**config.mk**
```make
export PLATFORM = sky130hd
export DESIGN_NAME = punc_control_flat
export DESIGN_NICKNAME = d
export VERILOG_FILES = /design/src/rtl/punc_control_pkg.sv /design/src/rtl/punc_control_if.sv /design/src/rtl/punc_control.sv /design/src/flat_wrapper.sv
export SDC_FILE = /design/constraint.sdc
export NUM_CORES = 1
export LEC_CHECK = 0
export CAP_MARGIN = 25
export CORE_MARGIN = 2
export CORE_UTILIZATION = 38
export DETAILED_ROUTE_END_ITERATION = 7
export PLACE_DENSITY = 0.92
export SYNTH_ARGS = -nofsm -noshare
export SYNTH_HDL_FRONTEND = slang
export SYNTH_SLANG_ARGS = --single-unit
```
**constraint.sdc**
```tcl
create_clock -name clk -period 2.3 [get_ports clk]
set_input_delay 0.46 -clock clk [delete_from_list [all_inputs] [get_ports clk]]
set_output_delay 0.46 -clock clk [all_outputs]
set_load 0.005 [all_outputs]
```
**src/rtl/punc_control_pkg.sv**
```systemverilog
// Shared encodings for the PUnC LC3 control unit: opcodes, FSM states,
// datapath mux selects and the bundled control word.
package punc_control_pkg;

    typedef enum logic [2:0] {
        S_INIT   = 3'd0,
        S_FETCH  = 3'd1,
        S_DECODE = 3'd2,
        S_EXEC   = 3'd3,
        S_EXEC2  = 3'd4,
        S_HALT   = 3'd5
    } state_t;

    localparam logic [3:0] OP_BR   = 4'b0000;
    localparam logic [3:0] OP_ADD  = 4'b0001;
    localparam logic [3:0] OP_LD   = 4'b0010;
    localparam logic [3:0] OP_ST   = 4'b0011;
    localparam logic [3:0] OP_JSR  = 4'b0100;
    localparam logic [3:0] OP_AND  = 4'b0101;
    localparam logic [3:0] OP_LDR  = 4'b0110;
    localparam logic [3:0] OP_STR  = 4'b0111;
    localparam logic [3:0] OP_RTI  = 4'b1000;
    localparam logic [3:0] OP_NOT  = 4'b1001;
    localparam logic [3:0] OP_LDI  = 4'b1010;
    localparam logic [3:0] OP_STI  = 4'b1011;
    localparam logic [3:0] OP_JMP  = 4'b1100;
    localparam logic [3:0] OP_RES  = 4'b1101;
    localparam logic [3:0] OP_LEA  = 4'b1110;
    localparam logic [3:0] OP_TRAP = 4'b1111;

    localparam logic [1:0] PC_SEL_OFF9   = 2'd0;
    localparam logic [1:0] PC_SEL_OFF11  = 2'd1;
    localparam logic [1:0] PC_SEL_REG    = 2'd2;

    localparam logic [1:0] MEM_R_PC      = 2'd0;
    localparam logic [1:0] MEM_R_OFF9    = 2'd1;
    localparam logic [1:0] MEM_R_R0      = 2'd2;
    localparam logic [1:0] MEM_R_BASE6   = 2'd3;

    localparam logic [1:0] MEM_W_OFF9    = 2'd0;
    localparam logic [1:0] MEM_W_PREV    = 2'd1;
    localparam logic [1:0] MEM_W_BASE6   = 2'd2;

    localparam logic [1:0] RF_W_ALU      = 2'd0;
    localparam logic [1:0] RF_W_OFF9     = 2'd1;
    localparam logic [1:0] RF_W_MEM      = 2'd2;
    localparam logic [1:0] RF_W_PC       = 2'd3;

    localparam logic       RF_WA_R7      = 1'b0;
    localparam logic       RF_WA_DR      = 1'b1;
    localparam logic       RF_R0_DR      = 1'b0;
    localparam logic       RF_R0_SR2     = 1'b1;

    localparam logic [1:0] ALU_PASSA     = 2'd0;
    localparam logic [1:0] ALU_ADD       = 2'd1;
    localparam logic [1:0] ALU_AND       = 2'd2;
    localparam logic [1:0] ALU_NOT       = 2'd3;

    typedef struct packed {
        logic       pc_ld;
        logic       pc_clr;
        logic       pc_inc;
        logic [1:0] pc_sel;
        logic       ir_ld;
        logic       ir_clr;
        logic       mem_rd;
        logic       mem_wr;
        logic [1:0] mem_r_addr_sel;
        logic [1:0] mem_w_addr_sel;
        logic [1:0] rf_w_data_sel;
        logic       rf_w_addr_sel;
        logic       rf_w_wr;
        logic       rf_r0_addr_sel;
        logic       rf_r0_rd;
        logic       rf_r1_rd;
        logic       prev_ld;
        logic       nzp_ld;
        logic       nzp_clr;
        logic [1:0] alu_sel;
        logic       alu_first_val_sel;
        logic       halted;
    } ctrl_t;

endpackage

```
**src/rtl/punc_control_if.sv**
```systemverilog
// Controller <-> datapath bundle: IR/condition status in, every control line out.
interface punc_control_if;
    logic [15:0] ir;
    logic        nzp_true;
    logic        pc_ld, pc_clr, pc_inc;
    logic [1:0]  pc_sel;
    logic        ir_ld, ir_clr;
    logic        mem_rd, mem_wr;
    logic [1:0]  mem_r_addr_sel, mem_w_addr_sel;
    logic [1:0]  rf_w_data_sel;
    logic        rf_w_addr_sel, rf_w_wr;
    logic        rf_r0_addr_sel, rf_r0_rd, rf_r1_rd;
    logic        prev_ld;
    logic        nzp_ld, nzp_clr;
    logic [1:0]  alu_sel;
    logic        alu_first_val_sel;
    logic        halted;

    modport master (
        input  ir, nzp_true,
        output pc_ld, pc_clr, pc_inc, pc_sel, ir_ld, ir_clr, mem_rd, mem_wr,
               mem_r_addr_sel, mem_w_addr_sel, rf_w_data_sel, rf_w_addr_sel,
               rf_w_wr, rf_r0_addr_sel, rf_r0_rd, rf_r1_rd, prev_ld, nzp_ld,
               nzp_clr, alu_sel, alu_first_val_sel, halted
    );

    modport slave (
        output ir, nzp_true,
        input  pc_ld, pc_clr, pc_inc, pc_sel, ir_ld, ir_clr, mem_rd, mem_wr,
               mem_r_addr_sel, mem_w_addr_sel, rf_w_data_sel, rf_w_addr_sel,
               rf_w_wr, rf_r0_addr_sel, rf_r0_rd, rf_r1_rd, prev_ld, nzp_ld,
               nzp_clr, alu_sel, alu_first_val_sel, halted
    );
endinterface

```
**src/rtl/punc_control.sv**
```systemverilog
// Multicycle LC3 control FSM: fetch, decode, execute (plus a second execute
// cycle for the indirect LDI/STI), with a terminal HALT.
module punc_control
    import punc_control_pkg::*;
(
    input  logic           clk,
    input  logic           rst,
    punc_control_if.master bus
);

    state_t     state, next_state, cur;
    ctrl_t      c;
    logic [3:0] op;

    assign op = bus.ir[15:12];
    // Reset shows INIT outputs immediately so the datapath clears act during reset.
    assign cur = rst ? S_INIT : state;

    always_ff @(posedge clk) begin
        if (rst) state <= S_INIT;
        else     state <= next_state;
    end

    always_comb begin
        next_state = state;
        case (state)
            S_INIT:   next_state = S_FETCH;
            S_FETCH:  next_state = S_DECODE;
            S_DECODE: next_state = (op == OP_TRAP) ? S_HALT : S_EXEC;
            S_EXEC:   next_state = (op == OP_LDI || op == OP_STI) ? S_EXEC2 : S_FETCH;
            S_EXEC2:  next_state = S_FETCH;
            S_HALT:   next_state = S_HALT;
            default:  next_state = S_INIT;
        endcase
    end

    always_comb begin
        c = '0;
        case (cur)
            S_INIT: begin
                c.pc_clr  = 1'b1;
                c.ir_clr  = 1'b1;
                c.nzp_clr = 1'b1;
            end
            S_FETCH: begin
                c.mem_rd         = 1'b1;
                c.mem_r_addr_sel = MEM_R_PC;
                c.ir_ld          = 1'b1;
                c.pc_inc         = 1'b1;
            end
            S_EXEC: begin
                case (op)
                    OP_ADD, OP_AND: begin
                        c.alu_sel           = (op == OP_ADD) ? ALU_ADD : ALU_AND;
                        c.alu_first_val_sel = bus.ir[5];
                        c.rf_r0_addr_sel    = RF_R0_SR2;
                        c.rf_r0_rd          = ~bus.ir[5];
                        c.rf_r1_rd          = 1'b1;
                        c.rf_w_data_sel     = RF_W_ALU;
                        c.rf_w_addr_sel     = RF_WA_DR;
                        c.rf_w_wr           = 1'b1;
                        c.nzp_ld            = 1'b1;
                    end
                    OP_NOT: begin
                        c.alu_sel       = ALU_NOT;
                        c.rf_r1_rd      = 1'b1;
                        c.rf_w_data_sel = RF_W_ALU;
                        c.rf_w_addr_sel = RF_WA_DR;
                        c.rf_w_wr       = 1'b1;
                        c.nzp_ld        = 1'b1;
                    end
                    OP_BR: begin
                        c.pc_ld  = bus.nzp_true;
                        c.pc_sel = PC_SEL_OFF9;
                    end
                    OP_JMP: begin
                        c.pc_ld    = 1'b1;
                        c.pc_sel   = PC_SEL_REG;
                        c.rf_r1_rd = 1'b1;
                    end
                    OP_JSR: begin
                        // R7 write and PC load share an edge, so JSRR R7 uses the old R7.
                        c.rf_w_data_sel = RF_W_PC;
                        c.rf_w_addr_sel = RF_WA_R7;
                        c.rf_w_wr       = 1'b1;
                        c.pc_ld         = 1'b1;
                        c.pc_sel        = bus.ir[11] ? PC_SEL_OFF11 : PC_SEL_REG;
                        c.rf_r1_rd      = ~bus.ir[11];
                    end
                    OP_LD, OP_LDR: begin
                        c.mem_rd         = 1'b1;
                        c.mem_r_addr_sel = (op == OP_LD) ? MEM_R_OFF9 : MEM_R_BASE6;
                        c.rf_r1_rd       = (op == OP_LDR);
                        c.rf_w_data_sel  = RF_W_MEM;
                        c.rf_w_addr_sel  = RF_WA_DR;
                        c.rf_w_wr        = 1'b1;
                        c.nzp_ld         = 1'b1;
                    end
                    OP_LEA: begin
                        c.rf_w_data_sel = RF_W_OFF9;
                        c.rf_w_addr_sel = RF_WA_DR;
                        c.rf_w_wr       = 1'b1;
                        c.nzp_ld        = 1'b1;
                    end
                    OP_ST, OP_STR: begin
                        c.mem_wr         = 1'b1;
                        c.mem_w_addr_sel = (op == OP_ST) ? MEM_W_OFF9 : MEM_W_BASE6;
                        c.rf_r0_addr_sel = RF_R0_DR;
                        c.rf_r0_rd       = 1'b1;
                        c.rf_r1_rd       = (op == OP_STR);
                    end
                    OP_LDI: begin
                        // Park the pointer in DR; EXEC2 reads through it on the R0 port.
                        c.mem_rd         = 1'b1;
                        c.mem_r_addr_sel = MEM_R_OFF9;
                        c.rf_w_data_sel  = RF_W_MEM;
                        c.rf_w_addr_sel  = RF_WA_DR;
                        c.rf_w_wr        = 1'b1;
                    end
                    OP_STI: begin
                        c.mem_rd         = 1'b1;
                        c.mem_r_addr_sel = MEM_R_OFF9;
                        c.prev_ld        = 1'b1;
                    end
                    default: ;
                endcase
            end
            S_EXEC2: begin
                if (op == OP_LDI) begin
                    c.mem_rd         = 1'b1;
                    c.mem_r_addr_sel = MEM_R_R0;
                    c.rf_r0_addr_sel = RF_R0_DR;
                    c.rf_r0_rd       = 1'b1;
                    c.rf_w_data_sel  = RF_W_MEM;
                    c.rf_w_addr_sel  = RF_WA_DR;
                    c.rf_w_wr        = 1'b1;
                    c.nzp_ld         = 1'b1;
                end else if (op == OP_STI) begin
                    c.mem_wr         = 1'b1;
                    c.mem_w_addr_sel = MEM_W_PREV;
                    c.rf_r0_addr_sel = RF_R0_DR;
                    c.rf_r0_rd       = 1'b1;
                end
            end
            S_HALT:  c.halted = 1'b1;
            default: ;
        endcase
    end

    assign bus.pc_ld             = c.pc_ld;
    assign bus.pc_clr            = c.pc_clr;
    assign bus.pc_inc            = c.pc_inc;
    assign bus.pc_sel            = c.pc_sel;
    assign bus.ir_ld             = c.ir_ld;
    assign bus.ir_clr            = c.ir_clr;
    assign bus.mem_rd            = c.mem_rd;
    assign bus.mem_wr            = c.mem_wr;
    assign bus.mem_r_addr_sel    = c.mem_r_addr_sel;
    assign bus.mem_w_addr_sel    = c.mem_w_addr_sel;
    assign bus.rf_w_data_sel     = c.rf_w_data_sel;
    assign bus.rf_w_addr_sel     = c.rf_w_addr_sel;
    assign bus.rf_w_wr           = c.rf_w_wr;
    assign bus.rf_r0_addr_sel    = c.rf_r0_addr_sel;
    assign bus.rf_r0_rd          = c.rf_r0_rd;
    assign bus.rf_r1_rd          = c.rf_r1_rd;
    assign bus.prev_ld           = c.prev_ld;
    assign bus.nzp_ld            = c.nzp_ld;
    assign bus.nzp_clr           = c.nzp_clr;
    assign bus.alu_sel           = c.alu_sel;
    assign bus.alu_first_val_sel = c.alu_first_val_sel;
    assign bus.halted            = c.halted;

    // Operand/offset fields of IR are consumed by the datapath, not here.
    logic unused_ir;
    assign unused_ir = &{1'b0, bus.ir[10:6], bus.ir[4:0]};

endmodule

```
**src/flat_wrapper.sv**
```systemverilog
// flat-port wrapper written by rule: the top's interface ports become plain ports
module punc_control_flat import punc_control_pkg::*;
  (clk, rst, bus_ir, bus_nzp_true, bus_pc_ld, bus_pc_clr, bus_pc_inc, bus_pc_sel, bus_ir_ld, bus_ir_clr, bus_mem_rd, bus_mem_wr, bus_mem_r_addr_sel, bus_mem_w_addr_sel, bus_rf_w_data_sel, bus_rf_w_addr_sel, bus_rf_w_wr, bus_rf_r0_addr_sel, bus_rf_r0_rd, bus_rf_r1_rd, bus_prev_ld, bus_nzp_ld, bus_nzp_clr, bus_alu_sel, bus_alu_first_val_sel, bus_halted);
  punc_control_if bus_i ();
  input  logic clk;
  input  logic rst;
  input wire logic [$bits(bus_i.ir)-1:0] bus_ir;
  input wire logic [$bits(bus_i.nzp_true)-1:0] bus_nzp_true;
  output wire logic [$bits(bus_i.pc_ld)-1:0] bus_pc_ld;
  output wire logic [$bits(bus_i.pc_clr)-1:0] bus_pc_clr;
  output wire logic [$bits(bus_i.pc_inc)-1:0] bus_pc_inc;
  output wire logic [$bits(bus_i.pc_sel)-1:0] bus_pc_sel;
  output wire logic [$bits(bus_i.ir_ld)-1:0] bus_ir_ld;
  output wire logic [$bits(bus_i.ir_clr)-1:0] bus_ir_clr;
  output wire logic [$bits(bus_i.mem_rd)-1:0] bus_mem_rd;
  output wire logic [$bits(bus_i.mem_wr)-1:0] bus_mem_wr;
  output wire logic [$bits(bus_i.mem_r_addr_sel)-1:0] bus_mem_r_addr_sel;
  output wire logic [$bits(bus_i.mem_w_addr_sel)-1:0] bus_mem_w_addr_sel;
  output wire logic [$bits(bus_i.rf_w_data_sel)-1:0] bus_rf_w_data_sel;
  output wire logic [$bits(bus_i.rf_w_addr_sel)-1:0] bus_rf_w_addr_sel;
  output wire logic [$bits(bus_i.rf_w_wr)-1:0] bus_rf_w_wr;
  output wire logic [$bits(bus_i.rf_r0_addr_sel)-1:0] bus_rf_r0_addr_sel;
  output wire logic [$bits(bus_i.rf_r0_rd)-1:0] bus_rf_r0_rd;
  output wire logic [$bits(bus_i.rf_r1_rd)-1:0] bus_rf_r1_rd;
  output wire logic [$bits(bus_i.prev_ld)-1:0] bus_prev_ld;
  output wire logic [$bits(bus_i.nzp_ld)-1:0] bus_nzp_ld;
  output wire logic [$bits(bus_i.nzp_clr)-1:0] bus_nzp_clr;
  output wire logic [$bits(bus_i.alu_sel)-1:0] bus_alu_sel;
  output wire logic [$bits(bus_i.alu_first_val_sel)-1:0] bus_alu_first_val_sel;
  output wire logic [$bits(bus_i.halted)-1:0] bus_halted;
  assign bus_i.ir = bus_ir;
  assign bus_i.nzp_true = bus_nzp_true;
  assign bus_pc_ld = bus_i.pc_ld;
  assign bus_pc_clr = bus_i.pc_clr;
  assign bus_pc_inc = bus_i.pc_inc;
  assign bus_pc_sel = bus_i.pc_sel;
  assign bus_ir_ld = bus_i.ir_ld;
  assign bus_ir_clr = bus_i.ir_clr;
  assign bus_mem_rd = bus_i.mem_rd;
  assign bus_mem_wr = bus_i.mem_wr;
  assign bus_mem_r_addr_sel = bus_i.mem_r_addr_sel;
  assign bus_mem_w_addr_sel = bus_i.mem_w_addr_sel;
  assign bus_rf_w_data_sel = bus_i.rf_w_data_sel;
  assign bus_rf_w_addr_sel = bus_i.rf_w_addr_sel;
  assign bus_rf_w_wr = bus_i.rf_w_wr;
  assign bus_rf_r0_addr_sel = bus_i.rf_r0_addr_sel;
  assign bus_rf_r0_rd = bus_i.rf_r0_rd;
  assign bus_rf_r1_rd = bus_i.rf_r1_rd;
  assign bus_prev_ld = bus_i.prev_ld;
  assign bus_nzp_ld = bus_i.nzp_ld;
  assign bus_nzp_clr = bus_i.nzp_clr;
  assign bus_alu_sel = bus_i.alu_sel;
  assign bus_alu_first_val_sel = bus_i.alu_first_val_sel;
  assign bus_halted = bus_i.halted;
  punc_control u_core (.clk(clk), .rst(rst), .bus(bus_i));
endmodule
```
==> flow_summary.toml, run 1 <==
[clocking]
insertion_delay_ns = 0.24
cts_sinks = 3
cts_buffer_depth = 2
htreeDepth = 1
postCtsHoldBufs = 0
cts_tree = "done"
clk_pin_slew_worst_paths_ns = 0.04
cts-root-buf = "clkbuf_4"
cts_buffers = 3

[synthesis]
synth_flop_cell = "dfxtp_1"
synth.area.top_cells = "dfxtp_1, buf_4, nand3b_1"
async_reset_ff_frac = 0
ys_ff_latch = 3
ys_seq_area_frac = 0.0876
yosys-top-cells-count = "buf_4, nor3_1, a21oi_1, nand3b_1, nor2_1"
yosysWarnings = 0
synth_top_area_frac = 0.0876
yosys.area.top_type = "dfxtp_1"
synth.net_count = 109
syn_inst = 90
synth_cell_types = 42
avgSynthCellArea_um2 = 7.62
synth_area_um2 = 686
synth_edf_count = 0

[timing]
period_needed_ns = 2.32
fin_skew_ns = 0.00137
max_slew.worst_pin.slew_ns = 0.341
fin_ws_ns = -0.0226
setup_viol = 1
setup_tns_ns = -0.0226
fmax_mhz = 431
maxSlewViolCount = 0
rsz0062_at_grt = "true"
relSlewSlack = 0.772
hold_viol = 0
min_period_over_period = 1.01

[routing]
first_pass_iters = 4
vias = 943
route.detailed.drc = 0
antenna_left = 0
drt-initial-drc-count = 18
routed_wl_um = 2560
viasPerCell = 5.51
wl_per_cell_um = 15.0

[place]
gp_congestion = 0.845
hpwl_um = 1730
dpl_cell_area_um2 = 1150
port_buffers = 35

[critical_path]
start_kind = "primary input"
crit_arrival_ns = 1.86
required_ns = 1.84
criticalPathCategory = "in2out"
worst_path_max_delay_cell = "clkdlybuf4s50_1"
crit_chain = "clkdlybuf4s15_2 -> and4bb_4 -> nand3_2 -> a21boi_1 -> clkdlybuf4s50_1"
cp_top_family = "buffers and inverters"
slowest_delay_ns = 0.51
cp_max_fo = 5
crit_path_end_kind = "output port"
path_buf_inv = 2

[status]
status = "finished, violations left"
violations = "negative setup slack"

[finish]
largest_reg_flops = 3
layout-drive-gt1-share = 0.370
top_register = "u_core.state"
n_antenna_cell = 0
nNetsFinal = 166
largest_registers = "u_core.state x3"
syn2layout_area_growth_pct = 81.2
fin_area_um2 = 1240

[pwr]
vdd_drop_max_mv = 0.381
p_leak_nw = 0.593
p_per_area_nw_per_um2 = 254

[hold_path]
hold_path.class = "reg2reg"

[floorplanning]
die_area_um2 = 2160
io_pins = 46
initial_core_util = 0.401
die_y_um = 46.5
die_width_um = 46.5
coreArea_um2 = 1710
num_rows = 15

[grt]
grt_pass1_wl_um = 3640
grt.total_usage = 0.231
grt_max_degree = 13
grt_pass1_vias = 838
antenna_found_initial = 0
overflow = 0

[flow_run]
max-cap-violations = 0
per-layer routing:
layer	track usage	vias to the layer above	part of all wire	wire length [µm]
met5	0	-	0	0
met4	0.0629	0	0.015	38
met3	0.0314	4	0.056	143
met2	0.406	43	0.51	1310
met1	0.289	450	0.42	1080
li1	-	446	-	-
path summary, 6_finish.rpt:
path | slack (ns) | end | cells after the start | start
worst max-delay path | -0.02 | bus_mem_r_addr_sel[1] | 5 | rst
worst min register to register | 0.70 | u_core.state[0]$_SDFF_PP0_ | 2 | u_core.state[1]$_SDFF_PP0_
worst min-delay path | 0.70 | u_core.state[0]$_SDFF_PP0_ | 2 | u_core.state[1]$_SDFF_PP0_
worst max register to register | 1.05 | u_core.state[2]$_SDFF_PP0_ | 3 | u_core.state[0]$_SDFF_PP0_
cell families (layout without fill, tap and decap cells):
kind of cell | Yosys count | after routing | synth area share
mux | 1 | 1 | 0.0146
flops | 3 | 3 | 0.0876
compound gates | 21 | 21 | 0.206
buf+inv | 17 | 73 | 0.162
xor+xnor | 3 | 3 | 0.0383
simple gates | 45 | 45 | 0.491
cell type report:
type	instances	area (µm²)
Timing Repair Buffer	66	573
Multi-Input combinational cell	70	538
Fill cell	125	465
Sequential cell	3	62.6
Tap cell	25	31.3
Clock buffer	4	26.3
Inverter	3	11.3
worst reg2reg max path, cell delays in order, from the launching register on:
cell and delay, ns:
dfxtp_2 0.36, buf_4 0.17, or4b_1 0.51, a31oi_1 0.13
cell usage in the layout (no fill, tap or decap), drive strengths merged, types with 3 or more instances in the layout:
cell,Yosys,routed
a21oi,5,5
a22oi,3,3
and3,3,3
buf,11,31
clkbuf,3,5
clkdlybuf4s50,0,12
dfxtp,3,3
dlygate4sd2,0,19
inv,3,3
nand2,5,5
nand2b,3,3
nand3b,5,5
nor2,5,5
nor3,6,6
nor3b,3,3
o21ai,3,3
xor2,3,3
power by group:
part	internal, W	switching [W]
Sequential	0.0000568	0.00000936
Clock	0.0000653	0.0000317
Combinational	0.0000842	0.0000688
per-stage QoR:
step	hold slack, ns	utilization	total power (W)	std cells	setup WS [ns]
6_report	0.703	0.727	0.000316	171	-0.0226
5_1_grt	0.718	0.727	0.000328	171	-0.0629
4_1_cts	0.665	0.706	0.000307	168	-0.0661
3_5_place_dp	0.654	0.676	0.000208	161	-0.477
3_3_place_gp	0.628	0.676	0.000201	161	-0.460
2_1_floorplan	0.529	-	0.000142	90	0.629
timing repair:
| item | in CTS | in global routing |
|---|---|---|
| gates resized for setup | 33 | 7 |
| setup endpoints to repair | 27 | 9 |
| buffers inserted | 3 | 3 |
| pin swaps | 5 | 2 |
No activity file was read; power rests on OpenSTA's default activity.
==> run 2: changes to the inputs <==
--- a/config.mk
+++ b/config.mk
@@ -6,7 +6,6 @@
 export NUM_CORES = 1
 export LEC_CHECK = 0
 export CAP_MARGIN = 25
-export CORE_MARGIN = 2
 export CORE_UTILIZATION = 38
 export DETAILED_ROUTE_END_ITERATION = 7
 export PLACE_DENSITY = 0.92
==> flow_summary.toml, run 2 (synthesis results as in run 1) <==
[clocking]
cts_tree = "done"
cts_sinks = 3
htreeDepth = 1
cts_buffers = 3
cts-root-buf = "clkbuf_4"
insertion_delay_ns = 0.25
cts_buffer_depth = 2
clk_pin_slew_worst_paths_ns = 0.05

[critical_path]
start_kind = "primary input"
crit_top_cell = "buf_4"
crit_arrival_ns = 1.84
cp_top_family = "buffers and inverters"
reg2reg_depth = 3
criticalPathCategory = "in2out"
rr_startpoint = "u_core.state[0]$_SDFF_PP0_"
required_ns = 1.84
cp_max_fo = 4
rr_endpoint = "u_core.state[2]$_SDFF_PP0_"
regToRegSetupSlack_ns = 0.97
path_buf_inv = 5
crit_chain = "buf_2 -> buf_6 -> nor4b_4 -> nand2_2 -> buf_4 -> buf_4 -> a22oi_2 -> clkdlybuf4s15_1"
slowest_delay_ns = 0.38
worst_path_max_delay_cell = "nor4b_4"
crit_path_end_kind = "output port"

[routing]
first_pass_iters = 4
route.detailed.drc = 0
wl_per_cell_um = 19.7
antenna_left = 0
vias = 1145
routed_wl_um = 3760
drt-initial-drc-count = 77
viasPerCell = 5.99

[timing]
fin_skew_ns = 0.0131
setup_viol = 1
maxSlewViolCount = 0
max_slew.worst_pin.slew_ns = 0.342
hold_viol = 0
fin_ws_ns = -0.00317
relSlewSlack = 0.771
fmax_mhz = 434
period_needed_ns = 2.30
min_period_over_period = 1.00

[flow_run]
max-cap-violations = 0

[finish]
fillers = 65
layout_common_cells = "buf_4, dlygate4sd2_1, clkdlybuf4s50_1"
multiInputGateArea_um2 = 557
layout-drive-gt1-share = 0.485
layout_commonest_cell = "buf_4"
nNetsFinal = 187
fin_cells = 191
n_antenna_cell = 0
largest_registers = "u_core.state x3"
top_register = "u_core.state"
largest_reg_flops = 3
syn2layout_area_growth_pct = 110
regArea_um2 = 66.3

[floorplanning]
coreArea_um2 = 1590
num_rows = 14
io_pins = 46
die_area_um2 = 1980
die_width_um = 44.5
initial_core_util = 0.430
die_y_um = 44.5

[pwr]
total_power_w = 0.000357
p_per_area_nw_per_um2 = 248
vdd_drop_max_mv = 0.325
p_leak_nw = 0.705

[grt]
antenna_found_initial = 0
grt_pass1_vias = 1166
grt_max_degree = 10
grt.total_usage = 0.388
overflow = 0
grt_pass1_wl_um = 5640

[place]
gp_congestion = 0.916
post-place-cells = 169
preCtsSetupSlack_ns = -0.531
hpwl_um = 1920
port_buffers = 35

[status]
status = "finished, violations left"
violations = "negative setup slack"

[hold_path]
hold_start = "u_core.state[2]$_SDFF_PP0_"
hold_path.class = "reg2reg"
min_to = "u_core.state[1]$_SDFF_PP0_"
whs_path_depth = 2
-- run 2: where the power goes --
group | total (W) | leakage, nW | switching (W) | internal [W]
registers | 0.0000648 | 0.0261 | 0.00000834 | 0.0000564
logic | 0.000189 | 0.664 | 0.0000893 | 0.000100
clock network | 0.000103 | 0.0150 | 0.0000372 | 0.0000657
-- run 2: stage by stage --
stage | setup TNS (ns) | instance area [µm²] | util | hold WS [ns]
floorplan | 0 | 686 | - | 0.529
CTS | -0.263 | 1360 | 0.851 | 0.591
global route | -0.146 | 1440 | 0.903 | 0.601
detailed placement | -9.46 | 1220 | 0.766 | 0.582
finish | -0.00317 | 1440 | 0.903 | 0.589
global placement | -7.79 | 1220 | 0.766 | 0.551
-- run 2: area by class of cell --
type,instances,share of cell area
well taps,24,0.0209
multi-input cells,70,0.387
repair buffers,87,0.520
flip-flops and latches,3,0.0461
inverters,3,0.00783
clock buffers,4,0.0183
-- run 2: worst reg2reg max path: stages (launching register included) --
cell and delay [ns]:
dfxtp_4 0.38, buf_4 0.17, or4b_1 0.53, a31oi_1 0.18
-- run 2: metal layers --
metal,track usage,up-vias,part of all wire
met4,0.224,0,0.053
met1,0.443,523,0.37
met2,0.694,114,0.48
met3,0.0367,27,0.10
li1,-,481,-
met5,0,-,0
-- run 2: how the worst max path moves through the flow --
stage	end	slack [ns]	startpoint	cells after the start
after global placement	bus_nzp_ld	-0.48	rst	6
after floorplan	bus_alu_sel[0]	0.63	bus_ir[12]	4
after global routing	bus_mem_wr	-0.05	rst	7
after CTS	bus_rf_w_data_sel[1]	-0.14	u_core.state[1]$_SDFF_PP0_	5
final	bus_rf_r0_rd	-0.003	rst	8
after detailed placement	bus_rf_w_data_sel[1]	-0.53	rst	6
-- run 2: what timing repair did --
action,CTS,global route
buffers inserted,11,7
endpoints found under the setup margin,24,7
cloned,1,0
hold buffers,0,0
pin swaps,7,5
resized for setup,46,11
